`src/rtl/route_compute_unit.sv`:
```
// Per-input-port route compute and wormhole flow control.
// Decodes XY routes for head flits, holds the output port until the tail, and forwards flits registered.
module route_compute_unit #(
  parameter int DATA_WIDTH  = 16,
  parameter int COORD_WIDTH = 3,
  parameter int MY_X        = 0,
  parameter int MY_Y        = 0,
  parameter int NUM_PORTS   = 5
) (
  input  logic                  clk,
  input  logic                  reset,
  input  logic                  buf_empty_i,
  input  logic [DATA_WIDTH-1:0] buf_data_i,
  output logic                  buf_read_o,
  input  logic                  out_ready_i,
  input  logic                  grant_i,
  output logic [NUM_PORTS-1:0]  req_o,
  output logic [DATA_WIDTH-1:0] flit_o,
  output logic                  flit_valid_o,
  output logic                  err_o
);

  typedef enum logic [1:0] {
    ST_IDLE   = 2'd0,
    ST_REQ    = 2'd1,
    ST_ACTIVE = 2'd2
  } state_e;

  localparam int P_LOCAL = 0;
  localparam int P_NORTH = 1;
  localparam int P_EAST  = 2;
  localparam int P_SOUTH = 3;
  localparam int P_WEST  = 4;
  localparam int DX_LSB  = DATA_WIDTH - 2 - COORD_WIDTH;
  localparam int DY_LSB  = DX_LSB - COORD_WIDTH;
  localparam logic [COORD_WIDTH-1:0] MY_X_C = COORD_WIDTH'(MY_X);
  localparam logic [COORD_WIDTH-1:0] MY_Y_C = COORD_WIDTH'(MY_Y);

  state_e                  state_q;
  logic [NUM_PORTS-1:0]    route_q;
  logic [NUM_PORTS-1:0]    req_q;
  logic [DATA_WIDTH-1:0]   flit_q;
  logic                    flit_valid_q;
  logic                    err_q;

  logic [1:0]              flit_type;
  logic [COORD_WIDTH-1:0]  dest_x;
  logic [COORD_WIDTH-1:0]  dest_y;
  logic [NUM_PORTS-1:0]    route_new;

  function automatic logic [NUM_PORTS-1:0] xy_route(input logic [COORD_WIDTH-1:0] dx,
                                                    input logic [COORD_WIDTH-1:0] dy);
    logic [NUM_PORTS-1:0] r;
    r = '0;
    if (dx > MY_X_C)      r[P_EAST]  = 1'b1;
    else if (dx < MY_X_C) r[P_WEST]  = 1'b1;
    else if (dy > MY_Y_C) r[P_NORTH] = 1'b1;
    else if (dy < MY_Y_C) r[P_SOUTH] = 1'b1;
    else                  r[P_LOCAL] = 1'b1;
    return r;
  endfunction

  assign flit_type = buf_data_i[DATA_WIDTH-1 -: 2];
  assign dest_x    = buf_data_i[DX_LSB +: COORD_WIDTH];
  assign dest_y    = buf_data_i[DY_LSB +: COORD_WIDTH];
  assign route_new = xy_route(dest_x, dest_y);

  // Pop decision: stray BODY/TAIL flits are drained in IDLE; packet flits move when downstream is ready.
  always_comb begin
    buf_read_o = 1'b0;
    if (reset && !buf_empty_i) begin
      case (state_q)
        ST_IDLE:   buf_read_o = ~flit_type[0];
        ST_ACTIVE: buf_read_o = out_ready_i;
        default:   buf_read_o = 1'b0;
      endcase
    end else begin
      buf_read_o = 1'b0;
    end
  end

  // Wormhole FSM with registered request, flit and error outputs.
  always_ff @(posedge clk) begin
    if (!reset) begin
      state_q      <= ST_IDLE;
      route_q      <= '0;
      req_q        <= '0;
      flit_q       <= '0;
      flit_valid_q <= 1'b0;
      err_q        <= 1'b0;
    end else begin
      flit_valid_q <= 1'b0;
      err_q        <= 1'b0;
      case (state_q)
        ST_IDLE: begin
          if (!buf_empty_i) begin
            if (flit_type[0]) begin
              route_q <= route_new;
              req_q   <= route_new;
              state_q <= ST_REQ;
            end else begin
              err_q   <= 1'b1;
            end
          end
        end
        ST_REQ: begin
          if (grant_i) state_q <= ST_ACTIVE;
        end
        ST_ACTIVE: begin
          req_q <= route_q;
          if (buf_read_o) begin
            flit_q       <= buf_data_i;
            flit_valid_q <= 1'b1;
            // A HEAD seen here has type[1]=0, so it passes through like a BODY.
            if (flit_type[1]) begin
              state_q <= ST_IDLE;
              req_q   <= '0;
            end
          end
        end
        default: begin
          state_q <= ST_IDLE;
          req_q   <= '0;
        end
      endcase
    end
  end

  assign req_o        = req_q;
  assign flit_o       = flit_q;
  assign flit_valid_o = flit_valid_q;
  assign err_o        = err_q;

endmodule
```
`config.mk`:
```
export PLATFORM = sky130hd
export DESIGN_NAME = route_compute_unit
export DESIGN_NICKNAME = d
export VERILOG_FILES = /design/src/rtl/route_compute_unit.sv
export SDC_FILE = /design/constraint.sdc
export NUM_CORES = 1
export LEC_CHECK = 0
export BUFFER_PORTS_ARGS = -buffer_cell sky130_fd_sc_hd__buf_2
export CORE_AREA = 2 2 57 59
export CTS_CLUSTER_DIAMETER = 30
export DETAILED_ROUTE_END_ITERATION = 8
export DIE_AREA = 0 0 59 61
export GPL_ROUTABILITY_DRIVEN = 0
export HOLD_SLACK_MARGIN = 0.05
export PLACE_DENSITY = 0.75
export RECOVER_POWER = 25
export SYNTH_ARGS = -nofsm -noshare
export SYNTH_HDL_FRONTEND = slang
export SYNTH_SLANG_ARGS = --single-unit
```
`constraint.sdc`:
```
create_clock -name clk -period 1.7 [get_ports clk]
set_clock_uncertainty 0.15 [all_clocks]
set_input_delay 0.085 -clock clk [delete_from_list [all_inputs] [get_ports clk]]
set_output_delay 0.085 -clock clk [all_outputs]
set_load 0.01 [all_outputs]
```
==> impl_metrics.toml <==
[status]
status = "completed"

[synthesis]
yosysWarnings = 0
syn-mean-instance-area_sq_um = 8.91
synth_cells = 129
synth-edff-count = 0
synth.distinct_cells = 31
ys_seq_area_frac = 0.453
ys_seq_elements = 26
synth-main-ff-cell = "dfxtp_1"
synth_area_sq_um = 1150
async_reset_ff_frac = 0

[place]
hpwlAfterDp_um = 1860
portBuffers = 42
dp.cells = 203

[die]
rows = 20
die-width_um = 59
coreArea_sq_um = 2950
dieArea_sq_um = 3600
start_util = 0.389
num_io_pins = 45
die_y_um = 61

[routing]
ant_nets = 0
drt_wl_total_um = 3030
viasPerCell = 4.94
post_drt_wl_per_cell_um = 13.2
route.detailed.drc = 0
dr.pass1.iters = 4
drtIter0Drc = 8
vias = 1131

[finish]
final_cells = 229
antenna_cells = 0
nNetsFinal = 219
drive_above_1_share = 0.321
syn_to_final_growth_pct = 42.5
num-fill-cells = 285
multi_input_area_sq_um = 551
regArea_sq_um = 526

[clock_tree]
h-tree-depth = 1
clk_pin_slew_worst_paths_ns = 0.14
cts_tree = "built"
cts-root-buf = "clkbuf_4"
insertion_delay_ns = 0.32
cts_max_path_buffers = 2
cts_sinks = 26
cts_buffers = 3

[setup_path]
critical_path.max_stage_delay_ns = 0.38
worst-path-buf-inv = 2
start_kind = "flop"
path_max_fanout = 5
worstSetupPathType = "reg2out"
crit_chain = "buf_4, or2_2, a21oi_2, buf_2"
end_kind = "primary output"
worst_ep_required_time_ns = 1.46
critPathTopFamily = "flip-flops"
arrival_ns = 1.44
cp_slowest_cell = "dfxtp_4"

[timing]
hold_viol = 0
min_period_over_period = 0.986
finalSetupViolations = 0
fmax_ghz = 0.596
period_minus_slack_ns = 1.68
slew_viol_final = 0
hold_slack_ns = 0.0850

[run]
cap_violations = 0

[global_route]
grt_pass1_vias = 1072
antenna_found_initial = 0
grt_pass1_wl_um = 4870
grt_max_degree = 17
grt_util_all_layers = 0.182
grt_overflow = 0

[power_and_ir_drop]
irDropWorstVdd_mv = 0.464
p_per_area_nw_per_um2 = 658
p_leak_uw = 0.000688

[min_path]
hold_class = "in2reg"
-- state kept, by name (all words and copies together), names as in the netlist --
| name | cells |
|---|---|
| req_o | 3 |
| err_o | 1 |
| flit_valid_o | 1 |
| route_q | 3 |
| state_q | 2 |
| flit_o | 16 |
-- cell type report --
| cell class | count | area share |
|---|---|---|
| tap | 33 | 0.0252 |
| clock buffer | 3 | 0.0137 |
| inverter | 2 | 0.00458 |
| timing repair buffer | 73 | 0.300 |
| multi-input combinational | 92 | 0.336 |
| sequential | 26 | 0.321 |
-- cell usage after synthesis, drive strengths merged (2+ instances only) --
| cell | n | area, sq um |
|---|---|---|
| a21oi | 6 | 30.0 |
| a311oi | 3 | 26.3 |
| buf | 8 | 71.3 |
| clkbuf | 2 | 7.51 |
| dfxtp | 26 | 521 |
| nand2 | 17 | 63.8 |
| nand2b | 3 | 18.8 |
| nand3 | 23 | 115 |
| nor2 | 4 | 31.3 |
| nor3 | 6 | 30.0 |
| nor3b | 2 | 20.0 |
| o21ai | 16 | 114 |
| or2 | 2 | 12.5 |
-- cells in the final DEF, fill, tap and decap left out, types with 2 or more instances in the layout --
cell,count
clkbuf_4,3
nand3_1,23
conb_1,2
nand2b_1,3
buf_2,31
a21oi_1,5
a311oi_1,3
nor3_1,6
nor2_1,3
o21ai_2,9
or2_2,2
dfxtp_1,24
buf_4,10
o21ai_0,6
nand2_1,17
dlygate4sd3_1,20
clkbuf_1,11
-- final timing paths --
kind | start | end | slack [ns] | cells past startpoint
setup / recovery | state_q[1] | buf_read_o | 0.02 | 4
hold / removal | reset | flit_o[8] | 0.09 | 4
setup reg to reg | state_q[0] | err_o | 0.03 | 3
hold reg to reg | flit_o[2] | flit_o[2] | 0.32 | 2
-- cells by family (layout without fill, tap and decap cells) --
family / count (synthesis) / after routing / share of synthesized area
buffers and inverters: 12 / 78 / 0.0751
flip-flops: 26 / 26 / 0.453
AO/OA/AOI/OAI: 26 / 26 / 0.155
other: 1 / 2 / 0.00326
AND/OR/NAND/NOR: 64 / 64 / 0.314
-- layer usage --
| metal | up-vias | part of all wire | GRT usage |
|---|---|---|---|
| li1 | 586 | - | - |
| met1 | 505 | 0.43 | 0.223 |
| met2 | 36 | 0.50 | 0.324 |
| met3 | 4 | 0.054 | 0.0512 |
| met4 | 0 | 0.0096 | 0.0292 |
| met5 | - | 0 | 0 |
-- where the power goes --
part	internal (uW)	switching, uW
clock	83.2	179
sequential	624	8.79
combinational	96.6	87.2
total	803	275
-- stage by stage --
stage / setup TNS, ns / setup slack (ns) / utilization / total power, uW / cell area [sq um]
detailed placement: 0 / 0.187 / 0.469 / 782 / 1390
finish: 0 / 0.0232 / 0.555 / 1080 / 1640
global placement: 0 / 0.226 / 0.469 / 781 / 1390
floorplan: 0 / 0.241 / - / 728 / 1150
global route: -0.0145 / -0.0145 / 0.555 / 1120 / 1640
CTS: 0 / 0.00807 / 0.545 / 1070 / 1610
-- worst register-to-register path, cell delays in order (launching register included) --
cell           delay, ns
dfxtp_2             0.37
or3b_4              0.41
dlygate4sd3_1       0.58
nor2_1              0.12
-- timing repair --
item | 4_1_cts | 5_1_grt
pin swaps | 0 | 1
endpoints found under the setup margin | 1 | 2
hold endpoints to repair | 25 | 0
buffers inserted | 0 | 3
gates resized for setup | 1 | 3
hold buffers | 20 | 0
No activity file was read; power rests on OpenSTA's default activity.
